## src/rtl/move_executor.sv

```systemverilog
// Othello move executor: validates a placement against the board RAM,
// commits flipped discs ray by ray, then places the origin disc.
module move_executor (
  input  logic       clock,
  input  logic       reset,
  input  logic       new_move,
  input  logic       player,
  input  logic       place,
  input  logic [2:0] cur_x,
  input  logic [2:0] cur_y,
  output logic [5:0] board_raddr,
  input  logic [1:0] board_rdata,
  output logic       board_we,
  output logic [5:0] board_waddr,
  output logic [1:0] board_wdata,
  output logic       ack,
  output logic       invalid,
  output logic       busy,
  output logic [4:0] flip_count
);

  localparam int unsigned CW  = 2;  // cell width
  localparam int unsigned XW  = 3;  // coordinate width
  localparam int unsigned AW  = 6;  // board address width
  localparam int unsigned PW  = 4;  // signed position width
  localparam int unsigned RW  = 3;  // per-ray run length
  localparam int unsigned TW  = 5;  // total flip count
  localparam int unsigned DW  = 3;  // direction index

  localparam logic [CW-1:0] BLACK = 2'b01;
  localparam logic [CW-1:0] WHITE = 2'b10;
  localparam logic signed [PW-1:0] P1 = 4'sd1;
  localparam logic signed [PW-1:0] Z0 = 4'sd0;
  localparam logic signed [PW-1:0] M1 = -4'sd1;

  typedef enum logic [3:0] {
    S_IDLE, S_ARMED, S_RD_ORG, S_CHK_ORG, S_DIR_INIT, S_STEP_RD,
    S_STEP_EV, S_FLIP, S_NEXT_DIR, S_FINISH, S_ACK, S_INVALID
  } state_t;

  state_t               state, state_d;
  logic [XW-1:0]        org_x, org_x_d, org_y, org_y_d;
  logic [CW-1:0]        own, own_d, opp;
  logic [DW-1:0]        dir, dir_d;
  logic signed [PW-1:0] pos_x, pos_x_d, pos_y, pos_y_d;
  logic signed [PW-1:0] dx, dy, step_x, step_y, init_x, init_y;
  logic [RW-1:0]        run, run_d;
  logic [TW-1:0]        total, total_d;
  logic [AW-1:0]        raddr_d, waddr_d;
  logic [CW-1:0]        wdata_d;
  logic [TW-1:0]        flip_count_d;
  logic                 we_d, ack_d, invalid_d, busy_d;
  logic                 init_on, step_on, pos_on, occupied;

  // Direction unit vector, clockwise from north.
  always_comb begin
    dx = Z0;
    dy = Z0;
    case (dir)
      3'd0:    begin dx = Z0; dy = M1; end
      3'd1:    begin dx = P1; dy = M1; end
      3'd2:    begin dx = P1; dy = Z0; end
      3'd3:    begin dx = P1; dy = P1; end
      3'd4:    begin dx = Z0; dy = P1; end
      3'd5:    begin dx = M1; dy = P1; end
      3'd6:    begin dx = M1; dy = Z0; end
      default: begin dx = M1; dy = M1; end
    endcase
  end

  assign opp      = {own[0], own[1]};
  assign init_x   = $signed({1'b0, org_x}) + dx;
  assign init_y   = $signed({1'b0, org_y}) + dy;
  assign step_x   = pos_x + dx;
  assign step_y   = pos_y + dy;
  // Only -1 and 8 are reachable, both of which set the sign bit.
  assign init_on  = !(init_x[PW-1] | init_y[PW-1]);
  assign step_on  = !(step_x[PW-1] | step_y[PW-1]);
  assign pos_on   = !(pos_x[PW-1] | pos_y[PW-1]);
  assign occupied = (board_rdata == BLACK) || (board_rdata == WHITE);

  // Next state plus the next value of every registered output.
  always_comb begin
    state_d      = state;
    org_x_d      = org_x;
    org_y_d      = org_y;
    own_d        = own;
    dir_d        = dir;
    pos_x_d      = pos_x;
    pos_y_d      = pos_y;
    run_d        = run;
    total_d      = total;
    raddr_d      = board_raddr;
    waddr_d      = board_waddr;
    wdata_d      = board_wdata;
    flip_count_d = flip_count;
    we_d         = 1'b0;
    ack_d        = 1'b0;
    invalid_d    = 1'b0;
    case (state)
      S_IDLE: if (new_move) state_d = S_ARMED;
      S_ARMED: begin
        if (!new_move) begin
          state_d = S_IDLE;
        end else if (place) begin
          org_x_d = cur_x;
          org_y_d = cur_y;
          own_d   = player ? WHITE : BLACK;
          raddr_d = {cur_y, cur_x};
          state_d = S_RD_ORG;
        end
      end
      S_RD_ORG: state_d = S_CHK_ORG;
      S_CHK_ORG: begin
        if (occupied) begin
          invalid_d = 1'b1;
          state_d   = S_INVALID;
        end else begin
          dir_d   = '0;
          total_d = '0;
          state_d = S_DIR_INIT;
        end
      end
      S_DIR_INIT: begin
        pos_x_d = init_x;
        pos_y_d = init_y;
        run_d   = '0;
        if (init_on) raddr_d = {init_y[XW-1:0], init_x[XW-1:0]};
        state_d = S_STEP_RD;
      end
      S_STEP_RD: state_d = pos_on ? S_STEP_EV : S_NEXT_DIR;
      S_STEP_EV: begin
        if (board_rdata == opp) begin
          run_d   = run + 3'd1;
          pos_x_d = step_x;
          pos_y_d = step_y;
          if (step_on) raddr_d = {step_y[XW-1:0], step_x[XW-1:0]};
          state_d = S_STEP_RD;
        end else if (board_rdata == own && run != '0) begin
          pos_x_d = init_x;
          pos_y_d = init_y;
          total_d = total + TW'(run);
          we_d    = 1'b1;
          waddr_d = {init_y[XW-1:0], init_x[XW-1:0]};
          wdata_d = own;
          state_d = S_FLIP;
        end else begin
          state_d = S_NEXT_DIR;
        end
      end
      // board_waddr tracks pos here; run counts down the remaining flips.
      S_FLIP: begin
        run_d   = run - 3'd1;
        pos_x_d = step_x;
        pos_y_d = step_y;
        if (run == 3'd1) begin
          state_d = S_NEXT_DIR;
        end else begin
          we_d    = 1'b1;
          waddr_d = {step_y[XW-1:0], step_x[XW-1:0]};
        end
      end
      S_NEXT_DIR: begin
        if (dir == 3'd7) begin
          state_d = S_FINISH;
          if (total != '0) begin
            we_d    = 1'b1;
            waddr_d = {org_y, org_x};
            wdata_d = own;
          end
        end else begin
          dir_d   = dir + 3'd1;
          state_d = S_DIR_INIT;
        end
      end
      S_FINISH: begin
        if (total != '0) begin
          flip_count_d = total;
          ack_d        = 1'b1;
          state_d      = S_ACK;
        end else begin
          invalid_d = 1'b1;
          state_d   = S_INVALID;
        end
      end
      S_ACK:     state_d = S_IDLE;
      S_INVALID: state_d = new_move ? S_ARMED : S_IDLE;
      default:   state_d = S_IDLE;
    endcase
    busy_d = !(state_d == S_IDLE || state_d == S_ARMED);
  end

  always_ff @(posedge clock or negedge reset) begin
    if (!reset) begin
      state       <= S_IDLE;
      org_x       <= '0;
      org_y       <= '0;
      own         <= '0;
      dir         <= '0;
      pos_x       <= '0;
      pos_y       <= '0;
      run         <= '0;
      total       <= '0;
      board_raddr <= '0;
      board_we    <= 1'b0;
      board_waddr <= '0;
      board_wdata <= '0;
      ack         <= 1'b0;
      invalid     <= 1'b0;
      busy        <= 1'b0;
      flip_count  <= '0;
    end else begin
      state       <= state_d;
      org_x       <= org_x_d;
      org_y       <= org_y_d;
      own         <= own_d;
      dir         <= dir_d;
      pos_x       <= pos_x_d;
      pos_y       <= pos_y_d;
      run         <= run_d;
      total       <= total_d;
      board_raddr <= raddr_d;
      board_we    <= we_d;
      board_waddr <= waddr_d;
      board_wdata <= wdata_d;
      ack         <= ack_d;
      invalid     <= invalid_d;
      busy        <= busy_d;
      flip_count  <= flip_count_d;
    end
  end

endmodule

```

## config.mk

```make
export PLATFORM = sky130hd
export DESIGN_NAME = move_executor
export DESIGN_NICKNAME = d
export VERILOG_FILES = /design/src/rtl/move_executor.sv
export SDC_FILE = /design/constraint.sdc
export NUM_CORES = 1
export LEC_CHECK = 0
export CELL_PAD_IN_SITES_DETAIL_PLACEMENT = 0
export CELL_PAD_IN_SITES_GLOBAL_PLACEMENT = 2
export CORE_MARGIN = 2
export CORE_UTILIZATION = 34
export CTS_BUF_LIST = sky130_fd_sc_hd__clkbuf_4
export DETAILED_ROUTE_END_ITERATION = 16
export MAX_ROUTING_LAYER = met4
export PLACE_DENSITY_LB_ADDON = 0.2
export SYNTH_ARGS = -nofsm -noshare
export SYNTH_HDL_FRONTEND = slang
export SYNTH_SLANG_ARGS = --single-unit
```

## constraint.sdc

```tcl
create_clock -name clock -period 2.7 [get_ports clock]
set_clock_uncertainty 0.05 [all_clocks]
set_input_delay 0.54 -clock clock [delete_from_list [all_inputs] [get_ports clock]]
set_output_delay 0.54 -clock clock [all_outputs]
set_load 0.05 [all_outputs]
```

==> out/summary.json <==
{
  "fillers": 975,
  "synth_edf_count": 0,
  "worst_ir_drop_vdd_uv": 697,
  "gp_routability_congestion": 0.849,
  "dp.final_hpwl_um": 6770,
  "grt_max_degree": 37,
  "layout_worst_path_cycle_share_pct": 110,
  "violations": "setup timing",
  "core.rowCount": 36,
  "rr_endpoint": "board_raddr[1]",
  "syn_inst": 342,
  "tritoncts": "yes",
  "fmaxAchievable_ghz": 0.336,
  "timing.reg2reg.worst_path_depth": 14,
  "grt_setup_unrepaired": "yes",
  "critical_path.endpoint_type": "flip-flop",
  "num_antenna_cells": 0,
  "overflow": 0,
  "die_w_um": 105,
  "slew-limit-headroom_pct": 43.5,
  "critPathArrivalTime_ps": 3210,
  "leakage_nw": 2.09,
  "synth.ff_latch_count": 54,
  "wire_per_inst_um": 16.6,
  "final_hold_viol_count": 0,
  "routed_wirelength_um": 9180,
  "design.portCount": 36,
  "worst_setup_path_startpoint": "dir[1]",
  "grt_first_pass_wirelength_um": 15100,
  "port-buffer-count": 35,
  "worst_skew_pair.late_latency_ps": 390,
  "final_layout_size_suffix_gt1_share_pct": 29.5,
  "dr_wl_met2_um": 4160,
  "synth_async_sr_flop_share_pct": 100,
  "worst-path-max-fanout": 6,
  "register_to_register_setup_slack_ps": -280,
  "required_time_at_the_endpoint_of_the_critical_path_ps": 2940,
  "detail_route.iter0.violations": 103,
  "timing.setup.tns_ps": -1700,
  "pwr_density_cell_mw_per_mm2": 1440,
  "synth_area_leaders": "sky130_fd_sc_hd__dfrtp_1, sky130_fd_sc_hd__ha_1, sky130_fd_sc_hd__mux2_2",
  "die_h_um": 105,
  "synth_flop_cell": "sky130_fd_sc_hd__dfrtp_1",
  "wl_met1_um": 4770,
  "critPathLaunchType": "flip-flop",
  "detailedRoute.firstPassIterationCount": 4,
  "avgSynthCellArea_um2": 10.1,
  "count_of_unique_library_cells_instantiated_by_yosys": 53,
  "seq_area_frac_synth_pct": 39.3,
  "grt_antenna_before_repair": 0,
  "drc": 0,
  "cts.path.max_buffers": 2,
  "via_count_of_the_first_global_routing_pass": 2792,
  "post-place-cells": 540,
  "regToRegStartpoint": "dir[1]",
  "areaGrowthSynthToFinish_pct": 32.8,
  "final_design_area_no_fill_mm2": 0.00457,
  "cts_inserted_buffers": 5,
  "cts.sinks": 54,
  "dr_total_vias": 2723,
  "pre_cts_slack_ps": -412,
  "ant_nets": 0,
  "min-delay-path-class": "in2async",
  "synth_top_cell_area_share_pct": 39.3,
  "die_area_mm2": 0.0109,
  "syn-num-nets": 385,
  "final_nets": 463,
  "clock_tree.htree_level_count": 2,
  "max-cap-violations": 0,
  "criticalPathCategory": "reg2reg",
  "setup_violators_final": 8,
  "track_usage_pct": 17.9,
  "run_status": "finished, violations left",
  "placed_cell_area_mm2": 0.00430,
  "initial_core_util_pct": 35.1,
  "synth-warning-count": 0,
  "path_clk_slew_ps": 160,
  "timing.final.max_slew_violations": 0,
  "syn_std_cell_area_mm2": 0.00344,
  "power_mw": 6.58,
  "post_cts_hold_buffer_count": 0,
  "met3_length_um": 174,
  "top_layer_used": "met4",
  "final_period_minus_worst_setup_slack_ps": 2980,
  "synth_top_cell_by_area": "sky130_fd_sc_hd__dfrtp_1",
  "clockRootBuffer": "sky130_fd_sc_hd__clkbuf_4",
  "core-area_mm2": 0.00982,
  "setup_slack_ps": -275,
  "detail_route.vias_per_cell": 4.92,
  "post_layout_nonfiller_instances": 554,
  "max_slew.worst_pin.slew_ps": 848
}
[cell usage after synthesis, types with 2 or more instances]
cell type	count
sky130_fd_sc_hd__mux2i_1	9
sky130_fd_sc_hd__nand2_1	26
sky130_fd_sc_hd__o21ai_0	15
sky130_fd_sc_hd__o21ai_1	2
sky130_fd_sc_hd__nor4_1	2
sky130_fd_sc_hd__inv_1	18
sky130_fd_sc_hd__nand3b_1	2
sky130_fd_sc_hd__nand3_1	4
sky130_fd_sc_hd__a21oi_1	24
sky130_fd_sc_hd__fa_1	5
sky130_fd_sc_hd__a22o_1	4
sky130_fd_sc_hd__nor3b_1	3
sky130_fd_sc_hd__dfrtp_1	54
sky130_fd_sc_hd__xnor2_1	12
sky130_fd_sc_hd__o221ai_1	3
sky130_fd_sc_hd__a22oi_1	6
sky130_fd_sc_hd__o21ba_2	2
sky130_fd_sc_hd__mux2_2	25
sky130_fd_sc_hd__a21o_1	6
sky130_fd_sc_hd__or2_2	2
sky130_fd_sc_hd__nor3_1	2
sky130_fd_sc_hd__ha_1	25
sky130_fd_sc_hd__xor2_1	8
sky130_fd_sc_hd__nor2b_1	5
sky130_fd_sc_hd__nand2b_1	7
sky130_fd_sc_hd__o211a_1	2
sky130_fd_sc_hd__nor2_1	31
sky130_fd_sc_hd__o31ai_1	3
sky130_fd_sc_hd__or3_1	3
sky130_fd_sc_hd__clkbuf_1	2
sky130_fd_sc_hd__buf_2	7
sky130_fd_sc_hd__nor3_2	2
[layer usage]
metal | vias up | GRT usage, %
met2 | 34 | 26.9
li1 | 1364 | -
met5 | - | -
met1 | 1318 | 26.2
met3 | 7 | 2.25
met4 | 0 | 3.43
[stage by stage]
step                      hold slack (ps)  util (%)
after global placement                411      43.8
after global routing                  227      46.5
after floorplan                       194         -
final                                 189      46.5
after CTS                             217      45.5
after detailed placement              415      43.8
[report_power, final]
part / internal [mW] / switching (mW) / total (mW)
combinational: 2.25 / 2.39 / 4.64
clock: 0.196 / 0.279 / 0.475
sequential: 1.12 / 0.343 / 1.46
total: 3.57 / 3.01 / 6.58
[cells by family after synthesis]
family / count (synthesis) / synth area share (%)
multiplexers: 34 / 10.8
flip-flops: 54 / 39.3
XOR/XNOR: 20 / 5.09
adder cells (fa/ha/maj): 30 / 12.0
AND/OR/NAND/NOR: 97 / 14.1
buffers and inverters: 29 / 3.67
AO/OA/AOI/OAI: 78 / 15.0
[worst max path at each step]
stage	to	slack, ps
global placement	board_raddr[0]	-310
finish	board_raddr[1]	-280
floorplan	board_raddr[0]	-190
CTS	board_raddr[4]	-330
global route	board_raddr[3]	-380
detailed placement	board_raddr[0]	-410
[cell usage in the layout (no fill, tap or decap), types with 7 or more instances in the layout]
master                             n
sky130_fd_sc_hd__o21ai_0          10
sky130_fd_sc_hd__xnor2_1           8
sky130_fd_sc_hd__buf_4            42
sky130_fd_sc_hd__o21ai_1           7
sky130_fd_sc_hd__nor2_1           30
sky130_fd_sc_hd__inv_1            15
sky130_fd_sc_hd__mux2i_1           9
sky130_fd_sc_hd__nand2b_1          7
sky130_fd_sc_hd__clkdlybuf4s50_1  34
sky130_fd_sc_hd__nand2_1          26
sky130_fd_sc_hd__mux2_4            7
sky130_fd_sc_hd__a21oi_1          20
sky130_fd_sc_hd__xor2_1            7
sky130_fd_sc_hd__mux2_2           18
sky130_fd_sc_hd__dfrtp_1          52
sky130_fd_sc_hd__ha_1             16
[final cells by class]
class	instances	area, um2	share of cell area (%)
inverter	19	76.3	1.67
tap	133	166	3.64
clock inverter	3	42.5	0.931
clock buffer	5	37.5	0.821
timing repair buffer	81	732	16.0
multi-input combinational	259	2160	47.3
sequential	54	1350	29.6
[critical path, stage by stage (launching register included)]
cell	delay, ps
sky130_fd_sc_hd__dfrtp_2	450
sky130_fd_sc_hd__inv_2	80
sky130_fd_sc_hd__ha_4	170
sky130_fd_sc_hd__o21ba_4	210
sky130_fd_sc_hd__or3_4	350
sky130_fd_sc_hd__clkinv_4	80
sky130_fd_sc_hd__buf_4	100
sky130_fd_sc_hd__ha_1	250
sky130_fd_sc_hd__a21oi_2	190
sky130_fd_sc_hd__xnor2_2	150
sky130_fd_sc_hd__xnor2_1	150
sky130_fd_sc_hd__a21oi_2	90
sky130_fd_sc_hd__nor2_4	130
sky130_fd_sc_hd__buf_12	140
sky130_fd_sc_hd__mux2_4	290
[state kept, by name (all words and copies together) (netlist names), 2 cells and up]
register     count
dir              3
org_x            3
state            4
pos_x            4
flip_count       5
run              3
pos_y            4
own              2
board_wdata      2
board_raddr      6
board_waddr      6
total            5
org_y            3
[timing repair]
action,CTS,global route
setup buffers,5,1
pin swaps,6,12
gates cloned,0,0
endpoints found under the setup margin,12,14
gates resized for setup,13,22
Power figures use the tool's default switching activity.
